<file path="src/rtl/axil_single_manager_if.sv">
// AXI4-Lite channel bundle between a single-outstanding manager and a subordinate.
// The master modport is the manager's view; the slave modport is the subordinate's.
interface axil_single_manager_if #(
    parameter int ADDR_WIDTH = 4
);
    logic                  awvalid;
    logic                  awready;
    logic [ADDR_WIDTH-1:0] awaddr;
    logic [2:0]            awprot;
    logic                  wvalid;
    logic                  wready;
    logic [31:0]           wdata;
    logic [3:0]            wstrb;
    logic                  bvalid;
    logic                  bready;
    logic [1:0]            bresp;
    logic                  arvalid;
    logic                  arready;
    logic [ADDR_WIDTH-1:0] araddr;
    logic [2:0]            arprot;
    logic                  rvalid;
    logic                  rready;
    logic [31:0]           rdata;
    logic [1:0]            rresp;

    modport master (
        output awvalid, awaddr, awprot, input awready,
        output wvalid, wdata, wstrb, input wready,
        input bvalid, bresp, output bready,
        output arvalid, araddr, arprot, input arready,
        input rvalid, rdata, rresp, output rready
    );

    modport slave (
        input awvalid, awaddr, awprot, output awready,
        input wvalid, wdata, wstrb, output wready,
        output bvalid, bresp, input bready,
        input arvalid, araddr, arprot, output arready,
        output rvalid, rdata, rresp, input rready
    );
endinterface

</file>
<file path="src/rtl/axil_single_manager.sv">
// Single-outstanding AXI4-Lite manager: one command in, one AXI read or write out,
// one response back. A new command is accepted only after the previous response handshake.
//
// state        | meaning
// IDLE         | waiting for a command, cmd_ready high
// WR_ADDR_DATA | AWVALID/WVALID outstanding, each drops on its own handshake
// WR_RESP      | BREADY high, waiting for BVALID
// RD_ADDR      | ARVALID high, waiting for ARREADY
// RD_DATA      | RREADY high, waiting for RVALID
// RESP         | rsp_valid high with captured data, waiting for rsp_ready
module axil_single_manager #(
    parameter int C_AXI_ADDR_WIDTH = 4
) (
    input  logic                        M_AXI_ACLK,
    input  logic                        M_AXI_ARESETN,
    input  logic                        cmd_valid,
    output logic                        cmd_ready,
    input  logic                        cmd_write,
    input  logic [C_AXI_ADDR_WIDTH-1:0] cmd_addr,
    input  logic [31:0]                 cmd_wdata,
    input  logic [3:0]                  cmd_wstrb,
    output logic                        rsp_valid,
    input  logic                        rsp_ready,
    output logic [31:0]                 rsp_rdata,
    output logic [1:0]                  rsp_resp,
    output logic                        busy,
    axil_single_manager_if.master       m_axi
);
    localparam int C_AXI_DATA_WIDTH = 32;

    typedef enum logic [2:0] {
        IDLE, WR_ADDR_DATA, WR_RESP, RD_ADDR, RD_DATA, RESP
    } state_t;

    state_t state, state_nxt;

    logic [C_AXI_ADDR_WIDTH-1:0]   addr_q;
    logic [C_AXI_DATA_WIDTH-1:0]   wdata_q;
    logic [C_AXI_DATA_WIDTH/8-1:0] wstrb_q;
    logic                          write_q;
    logic                          aw_pend;
    logic                          w_pend;
    logic                          accept;

    assign accept = cmd_valid && cmd_ready;

    always_ff @(posedge M_AXI_ACLK or negedge M_AXI_ARESETN) begin
        if (!M_AXI_ARESETN) state <= IDLE;
        else                state <= state_nxt;
    end

    always_comb begin
        state_nxt = state;
        case (state)
            IDLE:         if (accept) state_nxt = cmd_write ? WR_ADDR_DATA : RD_ADDR;
            // Both halves may complete in the same cycle or in either order.
            WR_ADDR_DATA: if ((!aw_pend || m_axi.awready) && (!w_pend || m_axi.wready))
                              state_nxt = WR_RESP;
            WR_RESP:      if (m_axi.bvalid) state_nxt = RESP;
            RD_ADDR:      if (m_axi.arready) state_nxt = RD_DATA;
            RD_DATA:      if (m_axi.rvalid) state_nxt = RESP;
            RESP:         if (rsp_ready) state_nxt = IDLE;
            default:      state_nxt = IDLE;
        endcase
    end

    always_comb begin
        cmd_ready     = (state == IDLE) && M_AXI_ARESETN;
        busy          = (state != IDLE);
        rsp_valid     = (state == RESP);
        m_axi.bready  = (state == WR_RESP);
        m_axi.arvalid = (state == RD_ADDR);
        m_axi.rready  = (state == RD_DATA);
    end

    // AWVALID/WVALID come from flops so they never follow a READY combinationally.
    always_ff @(posedge M_AXI_ACLK or negedge M_AXI_ARESETN) begin
        if (!M_AXI_ARESETN) begin
            addr_q    <= '0;
            wdata_q   <= '0;
            wstrb_q   <= '0;
            write_q   <= 1'b0;
            aw_pend   <= 1'b0;
            w_pend    <= 1'b0;
            rsp_rdata <= '0;
            rsp_resp  <= 2'b00;
        end else begin
            if (accept) begin
                addr_q  <= cmd_addr;
                wdata_q <= cmd_wdata;
                wstrb_q <= cmd_wstrb;
                write_q <= cmd_write;
                aw_pend <= cmd_write;
                w_pend  <= cmd_write;
            end else begin
                if (aw_pend && m_axi.awready) aw_pend <= 1'b0;
                if (w_pend && m_axi.wready)   w_pend  <= 1'b0;
            end
            if (state == WR_RESP && m_axi.bvalid) begin
                rsp_rdata <= '0;
                rsp_resp  <= m_axi.bresp;
            end
            if (state == RD_DATA && m_axi.rvalid) begin
                rsp_rdata <= m_axi.rdata;
                rsp_resp  <= m_axi.rresp;
            end
        end
    end

    assign m_axi.awvalid = aw_pend && write_q;
    assign m_axi.awaddr  = addr_q;
    assign m_axi.awprot  = 3'b000;
    assign m_axi.wvalid  = w_pend && write_q;
    assign m_axi.wdata   = wdata_q;
    assign m_axi.wstrb   = wstrb_q;
    assign m_axi.araddr  = addr_q;
    assign m_axi.arprot  = 3'b000;
endmodule

</file>
<file path="src/flat_wrapper.sv">
// flat-port wrapper written by rule: the top's interface ports become plain ports
module axil_single_manager_flat 
#(
    parameter int C_AXI_ADDR_WIDTH = 4
)
  (M_AXI_ACLK, M_AXI_ARESETN, cmd_valid, cmd_ready, cmd_write, cmd_addr, cmd_wdata, cmd_wstrb, rsp_valid, rsp_ready, rsp_rdata, rsp_resp, busy, m_axi_awvalid, m_axi_awaddr, m_axi_awprot, m_axi_awready, m_axi_wvalid, m_axi_wdata, m_axi_wstrb, m_axi_wready, m_axi_bvalid, m_axi_bresp, m_axi_bready, m_axi_arvalid, m_axi_araddr, m_axi_arprot, m_axi_arready, m_axi_rvalid, m_axi_rdata, m_axi_rresp, m_axi_rready);
  axil_single_manager_if #(.ADDR_WIDTH(4)) m_axi_i ();
  input  logic M_AXI_ACLK;
  input  logic M_AXI_ARESETN;
  input  logic cmd_valid;
  output logic cmd_ready;
  input  logic cmd_write;
  input  logic [C_AXI_ADDR_WIDTH-1:0] cmd_addr;
  input  logic [31:0] cmd_wdata;
  input  logic [3:0] cmd_wstrb;
  output logic rsp_valid;
  input  logic rsp_ready;
  output logic [31:0] rsp_rdata;
  output logic [1:0] rsp_resp;
  output logic busy;
  output wire logic [$bits(m_axi_i.awvalid)-1:0] m_axi_awvalid;
  output wire logic [$bits(m_axi_i.awaddr)-1:0] m_axi_awaddr;
  output wire logic [$bits(m_axi_i.awprot)-1:0] m_axi_awprot;
  input wire logic [$bits(m_axi_i.awready)-1:0] m_axi_awready;
  output wire logic [$bits(m_axi_i.wvalid)-1:0] m_axi_wvalid;
  output wire logic [$bits(m_axi_i.wdata)-1:0] m_axi_wdata;
  output wire logic [$bits(m_axi_i.wstrb)-1:0] m_axi_wstrb;
  input wire logic [$bits(m_axi_i.wready)-1:0] m_axi_wready;
  input wire logic [$bits(m_axi_i.bvalid)-1:0] m_axi_bvalid;
  input wire logic [$bits(m_axi_i.bresp)-1:0] m_axi_bresp;
  output wire logic [$bits(m_axi_i.bready)-1:0] m_axi_bready;
  output wire logic [$bits(m_axi_i.arvalid)-1:0] m_axi_arvalid;
  output wire logic [$bits(m_axi_i.araddr)-1:0] m_axi_araddr;
  output wire logic [$bits(m_axi_i.arprot)-1:0] m_axi_arprot;
  input wire logic [$bits(m_axi_i.arready)-1:0] m_axi_arready;
  input wire logic [$bits(m_axi_i.rvalid)-1:0] m_axi_rvalid;
  input wire logic [$bits(m_axi_i.rdata)-1:0] m_axi_rdata;
  input wire logic [$bits(m_axi_i.rresp)-1:0] m_axi_rresp;
  output wire logic [$bits(m_axi_i.rready)-1:0] m_axi_rready;
  assign m_axi_awvalid = m_axi_i.awvalid;
  assign m_axi_awaddr = m_axi_i.awaddr;
  assign m_axi_awprot = m_axi_i.awprot;
  assign m_axi_i.awready = m_axi_awready;
  assign m_axi_wvalid = m_axi_i.wvalid;
  assign m_axi_wdata = m_axi_i.wdata;
  assign m_axi_wstrb = m_axi_i.wstrb;
  assign m_axi_i.wready = m_axi_wready;
  assign m_axi_i.bvalid = m_axi_bvalid;
  assign m_axi_i.bresp = m_axi_bresp;
  assign m_axi_bready = m_axi_i.bready;
  assign m_axi_arvalid = m_axi_i.arvalid;
  assign m_axi_araddr = m_axi_i.araddr;
  assign m_axi_arprot = m_axi_i.arprot;
  assign m_axi_i.arready = m_axi_arready;
  assign m_axi_i.rvalid = m_axi_rvalid;
  assign m_axi_i.rdata = m_axi_rdata;
  assign m_axi_i.rresp = m_axi_rresp;
  assign m_axi_rready = m_axi_i.rready;
  axil_single_manager #(.C_AXI_ADDR_WIDTH(C_AXI_ADDR_WIDTH)) u_core (.M_AXI_ACLK(M_AXI_ACLK), .M_AXI_ARESETN(M_AXI_ARESETN), .cmd_valid(cmd_valid), .cmd_ready(cmd_ready), .cmd_write(cmd_write), .cmd_addr(cmd_addr), .cmd_wdata(cmd_wdata), .cmd_wstrb(cmd_wstrb), .rsp_valid(rsp_valid), .rsp_ready(rsp_ready), .rsp_rdata(rsp_rdata), .rsp_resp(rsp_resp), .busy(busy), .m_axi(m_axi_i));
endmodule
</file>
<file path="config.mk">
export PLATFORM = sky130hd
export DESIGN_NAME = axil_single_manager_flat
export DESIGN_NICKNAME = d
export VERILOG_FILES = /design/src/rtl/axil_single_manager_if.sv /design/src/rtl/axil_single_manager.sv /design/src/flat_wrapper.sv
export SDC_FILE = /design/constraint.sdc
export NUM_CORES = 1
export LEC_CHECK = 0
export ABC_AREA = 1
export ABC_CLOCK_PERIOD_IN_PS = 1750
export CAP_MARGIN = 10
export CORE_ASPECT_RATIO = 1.4
export CORE_UTILIZATION = 30
export DETAILED_ROUTE_END_ITERATION = 7
export SYNTH_ARGS = -nofsm -noshare
export SYNTH_HDL_FRONTEND = slang
export SYNTH_SLANG_ARGS = --single-unit
export TNS_END_PERCENT = 20
</file>
<file path="constraint.sdc">
create_clock -name M_AXI_ACLK -period 1.75 [get_ports M_AXI_ACLK]
set_input_delay 0.2625 -clock M_AXI_ACLK [delete_from_list [all_inputs] [get_ports M_AXI_ACLK]]
set_output_delay 0.2625 -clock M_AXI_ACLK [all_outputs]
set_load 0.02 [all_outputs]
</file>
### Word-level counts from Yosys, hierarchy flattened

Cells that the tools add are included.

| word-level totals | value |
|---|---|
| bits in registers | 80 |
| input bits | 86 |
| output and inout port bits | 92 |

| operators by class | value |
|---|---|
| reductions and logical operators | 19 |
| equal/unequal tests | 11 |
| mux-type cells | 16 |

Operators with widths:

| cell | count |
|---|---|
| $mux W32 | 2 |
| $mux W3 | 6 |
| $pmux W3 S6 | 1 |
| $logic_and A1 B1 Y1 | 9 |
| $ne A2 B1 Y1 const B | 4 |
| $eq A3 B2 Y1 const B | 2 |
| $eq A3 B3 Y1 const B | 2 |
| $mux W2 | 3 |
| $reduce_and A6 Y1 | 1 |
| $reduce_bool A2 Y1 | 3 |
| $mux W1 | 4 |
| $ne A2 B2 Y1 const B | 2 |
| $eq A3 B1 Y1 const B | 1 |
| $logic_not A3 Y1 | 1 |
| $reduce_bool A3 Y1 | 1 |
| $logic_not A1 Y1 | 2 |
| $logic_or A1 B1 Y1 | 2 |

### Longest topological paths before layout

| depth | value |
|---|---|
| depth after elaboration | 5 |
| depth in mapped cells | 10 |
| depth with buffers taken out | 9 |

### Worst setup path after synthesis

No wires, ideal clock.

| timing | value |
|---|---|
| path type | reg-to-reg |
| from | register u_core.state[0] |
| to | register u_core.rsp_rdata[10] |
| setup time | 117 ps |
| clock period less this slack | 1507 ps |
| setup slack | 243 ps |
| required time | 1633 ps |
| data arrival time | 1390 ps |
| stages on the path, launching flop included | 9 |
| cell sequence | dfrtp_1 > buf_6 > nor3_2 > nand2_1 > nand2_1 > inv_2 > buf_2 > nand2_1 > nand2_1 |

| on the way | value |
|---|---|
| cells in the longest elaborated chain, start to end | 3 |
| elaborated cells on any way between the ends | 6 |
| those cells by class | eq/ne (2); mux (1); reduce/logical (3) |

Ends and longest elaborated chain:

| what | line | text |
|---|---|---|
| start, declared | axil_single_manager.sv:35 | `state_t state, state_nxt;` |
| start signal, assigned | axil_single_manager.sv:49 | `else state <= state_nxt;` |
| $eq A3 B2 Y1 | -- |  |
| net m_axi_bready | flat_wrapper.sv:31 | `output wire logic [$bits(m_axi_i.bready)-1:0] m_axi_bready;` |
| $logic_and A1 B1 Y1 | axil_single_manager.sv:99 | `if (state == WR_RESP && m_axi.bvalid) begin` |
| $reduce_bool A2 Y1 (no source line) | -- |  |
| end signal, assigned | axil_single_manager.sv:104 | `rsp_rdata <= m_axi.rdata;` |
| end, declared | axil_single_manager.sv:24 | `output logic [31:0] rsp_rdata,` |

The timed path passes the listed nets, and every way through them passes these cells.
A chain may end at the register's enable or synchronous reset.

### Worst setup path after layout

| timing | value |
|---|---|
| from | register u_core.state[1] |
| to | output rsp_valid |

| on the way | value |
|---|---|
| cells in the longest elaborated chain, start to end | 1 |

Ends and longest elaborated chain:

| what | line | text |
|---|---|---|
| $eq A3 B3 Y1 | axil_single_manager.sv:70 | `rsp_valid = (state == RESP);` |
| end, declared | flat_wrapper.sv:16 | `output logic rsp_valid;` |

Every way passes these cells.

==> metrics <==
Yosys top cell area share=58.4%; Initial Utilization=31.2%; Die Height=128 um; commonest cells after routing, fill and taps aside=clkdlybuf4s50_1 (162), nand2_1 (128), dfrtp_1 (78); GRT overflow=0; Critical Path AT=1.45 ns; CP startpoint=u_core.state[1]$_DFFE_PN0P_; drt first pass iters=4; minimum clock period=1.71 ns; CP Capture Type=output pin; area share of fa/ha/maj cells after synthesis=0%; Flop pwr share=32.7%; vias in the first global route=3068; WL/cell=13.6 um; post-synthesis mux area share=0%; Die W=92.3 um; largest cells by area after synthesis=dfrtp_1 (58%), nand2_1 (14%), nand3_1 (5.8%); worst r2r path cells=7; max cap viols=0; #FFs+latches synth=80; Fmax=584 MHz; CP max stage cell=dfrtp_1; Clock Skew=0.00858 ns; Final setup viols=0; # clock sinks=80; P_sw=3.89 mW; pin count of the biggest net entering global routing=85; hold slack=0.217 ns; Hold Vio Cnt, Final=0; Worst R2R Setup Slack=0.10 ns; dpl cell area=5210 um2; Clk Latency, worst-skew pair=0.33 ns; gr usage total=15.6%; largest family of logic cells by synthesized area=simple AND/OR/NAND/NOR gates; Slew HR=33.1%; Root Buffer=clkbuf_16; Final nets=654; clk buf depth=2; number of vias per cell=4.41; CP Data Required Time=1.49 ns; DRC=0; number of distinct library cells after synthesis=20; core area=11000 um2; CP endpoint=rsp_valid; first-pass GRT wire length=14.7 mm; final number of max-transition violations=0; final core occ=51.1%; final setup TNS=0 ns; Post-Synth Simple-Gate Area=22.4%; Startpoint Class=flop; switch share=38.6%; status=complete, no violations; crit-path cells=inv_2 > nand2_1 > nor2_2 > clkdlybuf4s15_2; Netlist Area Pre-Place=3430 um2; initial antenna violation count=0; largest area contributor in the netlist=dfrtp_1; Ports=178; Finished Cell Area=5610 um2; layout cells sized above 1=8.20%; Num CTS Buffers=9; Total Wirelength=9.70 mm; cell internal pwr=6.18 mW; Vias=3152; xor and xnor area share after synthesis=0%; CTS tree=yes; Peak VDD IR=0.000689 V; Avg Cell Area, Syn=8.66 um2; P_leak=2.69 nW; total power divided by cell area=1800 nW/um2; Comb pwr share=49.0%; final setup margin=0.0373 ns; Clock transition at path regs=0.06 ns; Max H-tree Level=3; RSZ-0062 raised after global routing=true; CP max stage delay=0.45 ns; ant diodes=0; Detailed Place HPWL=6.25 mm; I/O Buffers=171; initial DRC count=122; Total Die Area=11900 um2; critical-path maximum fanout=5; Placed Instances=692; pin slew with the least headroom to its limit=1.00 ns; YS warnings=0; pre-CTS setup slack=0.0212 ns; most common cell after layout, fill and taps aside=clkdlybuf4s50_1; Tot Pwr=10.1 mW; Setup CP Type=reg2out; Clock Power Share=18.3%; Final ANT Viol Nets=0; final non-filler cell total=714; RePlAce Congestion=0.764; hold buffer count at cts=0; std cell rows=45; Mapped Cells=396; sequential area share after synthesis=58.4%; origin of the critical flop-to-flop path=u_core.state[0]$_DFFE_PN0P_; Hold Crit Class=in2async; # fillers=1056; Area Overhead vs Synth=63.6%; Compound-Gate Fraction of Synth Area=7.04%; r2r endpoint=u_core.m_axi.wdata[1]$_DFFE_PN0P_; Tcrit/Tclk final=97.9%
==> sequential cells by signal (all words and copies together) (netlist names) <==
signal and cells:
u_core.state 3, u_core.rsp_resp 2, u_core.write_q 1, u_core.aw_pend 1, u_core.rsp_rdata 32, u_core.m_axi.araddr 4
u_core.m_axi.wdata 32, u_core.m_axi.wstrb 4, u_core.w_pend 1
==> Yosys cell counts <==
master and count:
nor2_4 1, o21ai_0 21, nor2_1 8, a21oi_1 3, o22ai_1 1, buf_6 6, nor3b_2 1, inv_2 4
dfrtp_1 80, buf_4 12, nand4_1 3, buf_2 5, clkbuf_1 8, nand2_1 128, conb_1 1, o21ai_1 23
nor3_2 1, nand3_1 40, inv_1 49, nand2_2 1
==> timing repair <==
item	CTS	global route
buffers inserted	0	2
pin swaps	0	1
cloned	0	4
resized for setup	13	13
endpoints found under the setup margin	7	48
==> final cells by class <==
type	instances	area [um2]	share of cell area (%)
repair buffers	187	1890	33.7
well taps	141	176	3.15
flip-flops and latches	80	2000	35.7
clock buffers	9	225	4.02
inverters	53	199	3.55
multi-input cells	237	1040	18.6
clock inverters	7	70.1	1.25
==> worst min-delay path by stage <==
stage                                    start                                 end  slack, ns  cells after the start
3_3_place_gp   u_core.rsp_rdata[7]$_DFFE_PN0P_     u_core.rsp_rdata[7]$_DFFE_PN0P_       0.45                      2
4_1_cts                          M_AXI_ARESETN   u_core.m_axi.wstrb[0]$_DFFE_PN0P_       0.28                      2
6_report                         M_AXI_ARESETN  u_core.m_axi.araddr[2]$_DFFE_PN0P_       0.22                      2
5_1_grt                          M_AXI_ARESETN  u_core.m_axi.araddr[2]$_DFFE_PN0P_       0.33                      2
2_1_floorplan                    M_AXI_ARESETN          u_core.aw_pend$_DFFE_PN0P_      -0.03                      0
3_5_place_dp   u_core.rsp_rdata[7]$_DFFE_PN0P_     u_core.rsp_rdata[7]$_DFFE_PN0P_       0.46                      2
==> layer usage <==
metal	track usage [%]	wire length [um]
met1	19.7	4200
met2	24.6	4530
met3	5.44	849
met4	5.79	119
met5	0	0
==> worst max-delay path: cells and delay by family (launching register included) <==
family,cells,cell delay (ns)
flops,1,0.45
simple gates,2,0.25
buf+inv,2,0.41
==> cells by family (layout without fill, tap and decap cells) <==
kind of cell / count (synthesis) / count (layout)
AOI/OAI and AO/OA: 48 / 48
buffers and inverters: 84 / 256
DFF: 80 / 80
other: 1 / 6
and+or+nand+nor: 183 / 183
==> power by group through the flow <==
| stage | Clock (mW) | Combinational, mW | Sequential, mW |
|---|---|---|---|
| after global routing | 1.99 | 5.37 | 3.41 |
| after CTS | 1.90 | 4.89 | 3.30 |
| after global placement | 0 | 4.88 | 3.27 |
| final | 1.85 | 4.94 | 3.29 |
| after floorplan | 0 | 1.54 | 4.27 |
| after detailed placement | 0 | 4.91 | 3.30 |
(Power assumes the default switching activity.)
